**src/rtl/mmio_io_responder.sv**
```systemverilog
// mmio_io_responder: MMIO window with LED, cycle counter, sticky done and a byte TX FIFO.
module mmio_io_responder #(
  parameter logic [31:0] BASE_ADDR  = 32'h0200_0000,
  parameter int          FIFO_DEPTH = 16,
  parameter int          FIFO_AW    = 4
) (
  input  logic        clk,
  input  logic        reset,
  input  logic        MemWrite,
  input  logic [31:0] DataAdr,
  input  logic [31:0] WriteData,
  output logic [31:0] ReadData,
  output logic        hit,
  output logic [7:0]  led,
  output logic        done,
  output logic [7:0]  done_code,
  output logic [7:0]  tx_data,
  output logic        tx_valid,
  input  logic        tx_ready
);
  logic [7:0]         r_mem [FIFO_DEPTH];
  logic [FIFO_AW-1:0] r_wr_ptr, r_rd_ptr;
  logic [FIFO_AW:0]   r_count;
  logic               r_overflow, r_done;
  logic [7:0]         r_led, r_done_code;
  logic [31:0]        r_cycle;
  logic [5:0]         w_off;
  logic               w_we, w_empty, w_full, w_pop, w_push_req, w_push, w_unused;
  logic [31:0]        w_status, w_rdata;
  assign hit        = DataAdr[31:8] == BASE_ADDR[31:8];
  assign w_off      = DataAdr[7:2];
  assign w_we       = MemWrite && hit;
  assign w_empty    = r_count == '0;
  assign w_full     = r_count == (FIFO_AW+1)'(FIFO_DEPTH);
  assign w_pop      = tx_valid && tx_ready;
  assign w_push_req = w_we && w_off == 6'd4;
  // a full FIFO still accepts a push when the head leaves in the same cycle
  assign w_push     = w_push_req && (!w_full || w_pop);
  assign tx_valid   = !w_empty;
  assign tx_data    = w_empty ? 8'h00 : r_mem[r_rd_ptr];
  assign led        = r_led;
  assign done       = r_done;
  assign done_code  = r_done_code;
  assign w_status   = {16'b0, 8'(r_count), 5'b0, r_overflow, w_full, w_empty};
  assign w_rdata    = (w_off == 6'd0) ? {24'b0, r_led} :
                      (w_off == 6'd1) ? w_status :
                      (w_off == 6'd2) ? r_cycle :
                      (w_off == 6'd3) ? {23'b0, r_done, r_done_code} : 32'b0;
  assign ReadData   = hit ? w_rdata : 32'b0;
  assign w_unused   = ^{DataAdr[1:0], WriteData[31:8]};
  always_ff @(posedge clk)
    if (w_push) r_mem[r_wr_ptr] <= WriteData[7:0];
  always_ff @(posedge clk or negedge reset) begin
    if (!reset) begin
      r_wr_ptr    <= '0;
      r_rd_ptr    <= '0;
      r_count     <= '0;
      r_overflow  <= 1'b0;
      r_led       <= '0;
      r_done      <= 1'b0;
      r_done_code <= '0;
      r_cycle     <= '0;
    end else begin
      if (w_push) r_wr_ptr <= r_wr_ptr + FIFO_AW'(1);
      if (w_pop) r_rd_ptr <= r_rd_ptr + FIFO_AW'(1);
      r_count <= r_count + (FIFO_AW+1)'(w_push) - (FIFO_AW+1)'(w_pop);
      // a dropped push outranks a same-cycle clear
      if (w_push_req && !w_push) r_overflow <= 1'b1;
      else if (w_we && w_off == 6'd1 && WriteData[2]) r_overflow <= 1'b0;
      if (w_we && w_off == 6'd0) r_led <= WriteData[7:0];
      r_cycle <= (w_we && w_off == 6'd2) ? 32'd0 : r_cycle + 32'd1;
      if (w_we && w_off == 6'd3) begin
        r_done      <= 1'b1;
        r_done_code <= WriteData[7:0];
      end
    end
  end
endmodule

```
**config.mk**
```make
export PLATFORM = sky130hd
export DESIGN_NAME = mmio_io_responder
export DESIGN_NICKNAME = d
export VERILOG_FILES = /design/src/rtl/mmio_io_responder.sv
export SDC_FILE = /design/constraint.sdc
export NUM_CORES = 1
export LEC_CHECK = 0
export ABC_CLOCK_PERIOD_IN_PS = 4000
export BUFFER_PORTS_ARGS = -buffer_cell sky130_fd_sc_hd__buf_2
export CAP_MARGIN = 20
export CELL_PAD_IN_SITES_DETAIL_PLACEMENT = 1
export CELL_PAD_IN_SITES_GLOBAL_PLACEMENT = 1
export CORE_UTILIZATION = 50
export CTS_CLUSTER_SIZE = 12
export DETAILED_ROUTE_END_ITERATION = 10
export HOLD_SLACK_MARGIN = 0.02
export PLACE_DENSITY = 0.84
export SLEW_MARGIN = 20
export SYNTH_ARGS = -nofsm -noshare
export SYNTH_HDL_FRONTEND = slang
export SYNTH_SLANG_ARGS = --single-unit
```
**constraint.sdc**
```tcl
create_clock -name clk -period 4 [get_ports clk]
set_input_delay 0.2 -clock clk [delete_from_list [all_inputs] [get_ports clk]]
set_output_delay 0.2 -clock clk [all_outputs]
set_load 0.01 [all_outputs]
```
==> results of run 1 <==
## state kept, by name (all words and copies together) (netlist names)
register and flops:
r_cycle 32, r_count 5, done_code 8, led 8, r_mem 128, r_wr_ptr 4, done 1, r_rd_ptr 4
r_overflow 1
## layer usage
layer	wire length [um]	vias up	share of wire (%)	track usage, %
li1	-	2524	-	-
met1	8940	2899	42	32.9
met2	11300	138	53	45.5
met3	798	18	3.7	4.34
met4	263	0	1.2	6.44
met5	0	-	0	0
## final cells by class
| class | instances | share of cell area [%] |
|---|---|---|
| Sequential cell | 191 | 54.2 |
| Multi-Input combinational cell | 356 | 29.7 |
| Inverter | 16 | 0.600 |
| Clock buffer | 19 | 4.64 |
| Timing Repair Buffer | 126 | 6.97 |
| Tap cell | 220 | 2.75 |
| Clock inverter | 13 | 1.14 |
## critical path, stage by stage, from the launching register on
cell and delay (ns):
dfrtp_1 0.42, inv_1 0.11, ha_1 0.16, or4b_1 0.63
and2_1 0.33, ha_1 0.31, inv_1 0.04, ha_1 0.20
fa_1 0.41, a21oi_1 0.15, nor2_1 0.06, nor2_1 0.12
xnor2_1 0.13
## what timing repair did
item / in CTS / in global routing
hold endpoints to repair: 30 / 0
hold buffers: 1 / 0
gates resized for setup: 0 / 0
## power by group
group	internal, W	switching [W]
logic	0.000587	0.000565
registers	0.00216	0.000151
clock network	0.000876	0.000784
total	0.00362	0.00150
## metrics by stage
stage / util (%) / cells / setup slack (ns)
6_report: 59.9 / 941 / 0.869
5_1_grt: 59.9 / 941 / 0.757
4_1_cts: 59.9 / 941 / 0.870
3_5_place_dp: 56.4 / 908 / 0.651
3_3_place_gp: 56.4 / 908 / 0.736
2_1_floorplan: - / 597 / 1.16
## cell families (layout without fill, tap and decap cells)
logic type	count (synthesis)	after routing	synth area share, %
multiplexers	72	72	13.5
AO/OA/AOI/OAI	62	62	4.45
flip-flops	191	191	63.1
AND/OR/NAND/NOR	185	185	12.2
XOR/XNOR	24	24	2.45
adder cells (fa/ha/maj)	13	13	1.98
buffers and inverters	50	174	2.36
## path summary, 6_finish.rpt
path                                             to  slack, ns
min                          r_overflow$_DFFE_PN0P_       0.11
max in group asynchronous   r_rd_ptr[0]$_DFFE_PN0P_       2.71
max                            r_count[4]$_DFF_PN0_       0.87
min reg2reg                done_code[2]$_DFFE_PN0P_       0.53
max reg2reg                    r_count[4]$_DFF_PN0_       0.87
min in group asynchronous      r_count[2]$_DFF_PN0_       0.35
## Yosys cell counts, drive strengths merged, types with 5 or more instances
master  instances
xnor2          17
nand3          15
nand2          18
nor4           30
or3            10
mux2i          21
nor2b           6
buf            14
edfxtp        128
a31oi           5
mux2           18
a21oi          21
mux4           33
xor2            7
o21ai           6
inv            16
nand2b          7
clkbuf         20
o31ai          10
and2           17
or4            14
ha             12
nor2           38
nand4           9
nor3           11
o22ai           9
dfrtp          63
==> results.toml, run 1 <==
[clocking]
cts_num_sinks = 191
htreeDepth = 4
clk_latency_ns = 0.43
cts_buffer_depth = 2
cts_tree = "built"
root_buffer = "clkbuf_16"
clkTransAtPathRegs_ns = 0.07
postCtsSetupRepairBufs = 0
numCtsBuffers = 17

[die]
start_util_pct = 51.5
rows = 47
die_x_um = 133
die_area_sq_um = 17700
coreArea_sq_um = 16700
die_y_um = 133
ioPinCount = 127

[route]
avgViaCountPerCell = 5.93
first_pass_iters = 4
route.antenna.remaining_nets = 0
routedWlPerCell_um = 22.7
num_vias = 5579
drc_errors = 0
routed_wl_um = 21300
drtIter0Drc = 232

[synth]
ys.flop_type = "edfxtp_1"
avgSynthCellArea_sq_um = 14.4
yosys_warnings = 0
synth-seq-area-share_pct = 63.1
synthArstFlopShare_pct = 33.0
yosysUniqueCellTypes = 46
synth-seq-cells = 191
synth_area_leaders = "edfxtp_1 45%, dfrtp_1 18%, mux4_2 8.6%, mux2i_1 2.4%, mux2_2 2.4%"
synthCells = 597
synth_edf_count = 128
synth_area_leader_cell = "edfxtp_1"
syn_area_sq_um = 8590
yosysTopAreaCellShare_pct = 44.7
syn_nets = 678

[critical_path]
crit_arrival_ns = 3.49
cp_max_fo = 5
timing.rr.start = "r_count[3]$_DFF_PN0_"
critPathLaunchType = "flop"
crit_start = "r_count[3]$_DFF_PN0_"
reg2reg_depth = 12
end_kind = "flop"
cp.required_ns = 4.35
crit_type = "flop to flop"

[global_routing]
grt_usage_pct = 25.6
grt_max_degree = 34
antenna_found_initial = 0
grt_pass1_wl_um = 33800
overflow = 0
grt_pass1_vias = 5987

[timing]
slew_headroom_pct = 31.5
hold_violations = 0
tns_ns = 0
finClkSkew_ns = 0.00885
period_minus_slack_ns = 3.13
timing.hold.ws_ns = 0.111
tightest_slew_ns = 1.03
final-setup-viol-count = 0
period_share_pct = 78.3
rsz0062_at_grt = "no"
maxSlewViolCount = 0
fmax_mhz = 319

[finish]
drive_above_1_share_pct = 30.7
antennaDiodeCount = 0
seqCellArea_sq_um = 5420
synthToLayoutAreaGrowth_pct = 16.5
mostFrequentLayoutCells = "128 x edfxtp_1, 100 x buf_2, 62 x dfrtp_1, 38 x nor2_1, 33 x mux4_2"
fin_area_sq_um = 10000
layout_commonest_cell = "edfxtp_1"
fill_cells = 1629
multi_input_area_sq_um = 2980
nNetsFinal = 789

[worst_hold_path]
min_path_type = "primary input to flop"
hp-start = "DataAdr[4]"
holdPathStages = 3

[outcome]
outcome = "complete, no violations"

[power]
power_w = 0.00512
p_leak_nw = 3.84
p_per_area_nw_per_um2 = 512
vdd_drop_max_mv = 0.316

[place]
dpl.hpwl_um = 14700
gp_congestion = 0.813
portBuffers = 100
dpl_cell_area_sq_um = 9420

[flow_run]
drv_cap = 0
Power figures use the tool's default switching activity.
==> run 2: changes to the inputs <==
ABC_CLOCK_PERIOD_IN_PS = 2800   (was 4000)
CORE_UTILIZATION = 43   (was 50)
PLACE_DENSITY = 0.77   (was 0.84)
clock period = 2.8 ns   (was 4 ns; I/O delays follow)
==> results.toml, run 2 (same netlist as run 1, synthesis figures left out) <==
[place]
portBuffers = 100
dpl.hpwl_um = 14800
gp_congestion = 0.855
preCtsSetupSlack_ns = -0.141

[route]
num_vias = 5643
first_pass_iters = 4
drtIter0Drc = 287
avgViaCountPerCell = 5.64
routed_wl_um = 21800
routedWlPerCell_um = 21.7
drc_errors = 0
route.antenna.remaining_nets = 0

[critical_path]
crit_arrival_ns = 3.06
regToRegSetupSlack_ns = 0.11
end_kind = "flop"
cp_max_fo = 2
crit_type = "flop to flop"
cp.required_ns = 3.16
critPathLaunchType = "flop"

[power]
vdd_drop_max_mv = 0.424
p_leak_nw = 3.91
p_per_area_nw_per_um2 = 735

[outcome]
outcome = "complete, no violations"

[timing]
slew_headroom_pct = 55.3
setup_slack_ns = 0.106
fmax_mhz = 371
tightest_slew_ns = 0.671
hold_violations = 0
timing.hold.ws_ns = 0.105
period_share_pct = 96.2
tns_ns = 0
final-setup-viol-count = 0
maxSlewViolCount = 0
period_minus_slack_ns = 2.69
finClkSkew_ns = 0.0157

[finish]
multi_input_area_sq_um = 2990
fill_cells = 1999
nNetsFinal = 804
drive_above_1_share_pct = 32.5
antennaDiodeCount = 0
seqCellArea_sq_um = 5420
synthToLayoutAreaGrowth_pct = 19.0
top_regs = "r_mem x128, r_cycle x32"
largest_register_ff_count = 128
layout_commonest_cell = "edfxtp_1"
mostFrequentLayoutCells = "128 x edfxtp_1, 100 x buf_2, 62 x dfrtp_1, 38 x nor2_1, 38 x buf_4"
top_register = "r_mem"

[die]
die_y_um = 143
start_util_pct = 44.0
coreArea_sq_um = 19500
ioPinCount = 127
die_x_um = 143
rows = 51
die_area_sq_um = 20600

[clocking]
htreeDepth = 4
cts_num_sinks = 191
numCtsBuffers = 17
cts_buffer_depth = 2
clkTransAtPathRegs_ns = 0.08
root_buffer = "clkbuf_16"
clk_latency_ns = 0.44
cts_tree = "built"

[global_routing]
grt_pass1_wl_um = 33600
antenna_found_initial = 0
grt_usage_pct = 22.3
grt_max_degree = 36
grt_pass1_vias = 5932
overflow = 0

[worst_hold_path]
min_path_type = "primary input to flop"

[flow_run]
drv_cap = 0
-- run 2: cell types whose count changed in the layout (fill, tap and decap cells not counted), sizes merged --
cell         previous run  this run
clkbuf                 19        17
bufinv                  0         1
clkinvlp                0         3
buf                   125       139
inv                    25        23
dlygate4sd3             1         2
-- run 2: where the power goes --
group / internal (W) / switching (W) / leakage (nW)
sequential: 0.00309 / 0.000111 / 1.98
combinational: 0.000917 / 0.000964 / 1.65
clock: 0.00127 / 0.00116 / 0.285
total: 0.00528 / 0.00224 / 3.91
-- run 2: layout make-up --
cell class | instances | area share [%]
sequential | 191 | 53.0
clock buffer | 17 | 4.16
timing repair buffer | 141 | 8.07
clock inverter | 15 | 1.66
multi-input combinational | 356 | 29.3
inverter | 16 | 0.587
tap | 265 | 3.24
-- run 2: path summary, 6_finish.rpt --
kind                                           end                    start  depth (start not counted)
min in group asynchronous    r_cycle[13]$_DFF_PN0_                    reset                          2
hold reg to reg            r_rd_ptr[3]$_DFFE_PN0P_  r_rd_ptr[3]$_DFFE_PN0P_                          1
max in group asynchronous  r_wr_ptr[2]$_DFFE_PN0P_                    reset                          3
setup reg to reg              r_count[4]$_DFF_PN0_     r_count[2]$_DFF_PN0_                         12
hold / removal              r_overflow$_DFFE_PN0P_                 tx_ready                          4
setup / recovery              r_count[4]$_DFF_PN0_     r_count[2]$_DFF_PN0_                         12
-- run 2: metal layers --
layer	global-route usage (%)	part of all wire, %	up-vias	wire length [um]
met5	0	0	-	0
met4	6.66	1.5	0	327
met3	3.77	4.3	23	937
met2	38.0	51	158	11200
met1	29.3	43	2906	9320
li1	-	-	2556	-
-- run 2: critical path, cell delays in order (launching register included) --
cell and delay [ns]:
dfrtp_1 0.38, inv_1 0.10, ha_1 0.18, or4b_4 0.47, and2_4 0.18, ha_1 0.27
inv_1 0.04, ha_1 0.20, fa_2 0.35, a21oi_1 0.14, nor2_1 0.05, nor2_1 0.13
xnor2_1 0.13
-- run 2: timing repair --
action,in CTS,in global routing
endpoints found under the setup margin,1,1
buffers inserted,0,2
endpoints found under the hold margin,27,0
resized for setup,2,1
pin swaps,1,1
hold buffers,2,0
-- run 2: through the flow --
stage | util, % | total power, W | cell area (sq um) | cells
2_1_floorplan | - | 0.00448 | 8600 | 597
6_report | 52.4 | 0.00752 | 10200 | 1001
5_1_grt | 52.4 | 0.00782 | 10200 | 1001
4_1_cts | 52.3 | 0.00757 | 10200 | 999
3_3_place_gp | 49.1 | 0.00502 | 9590 | 965
3_5_place_dp | 49.1 | 0.00511 | 9590 | 965
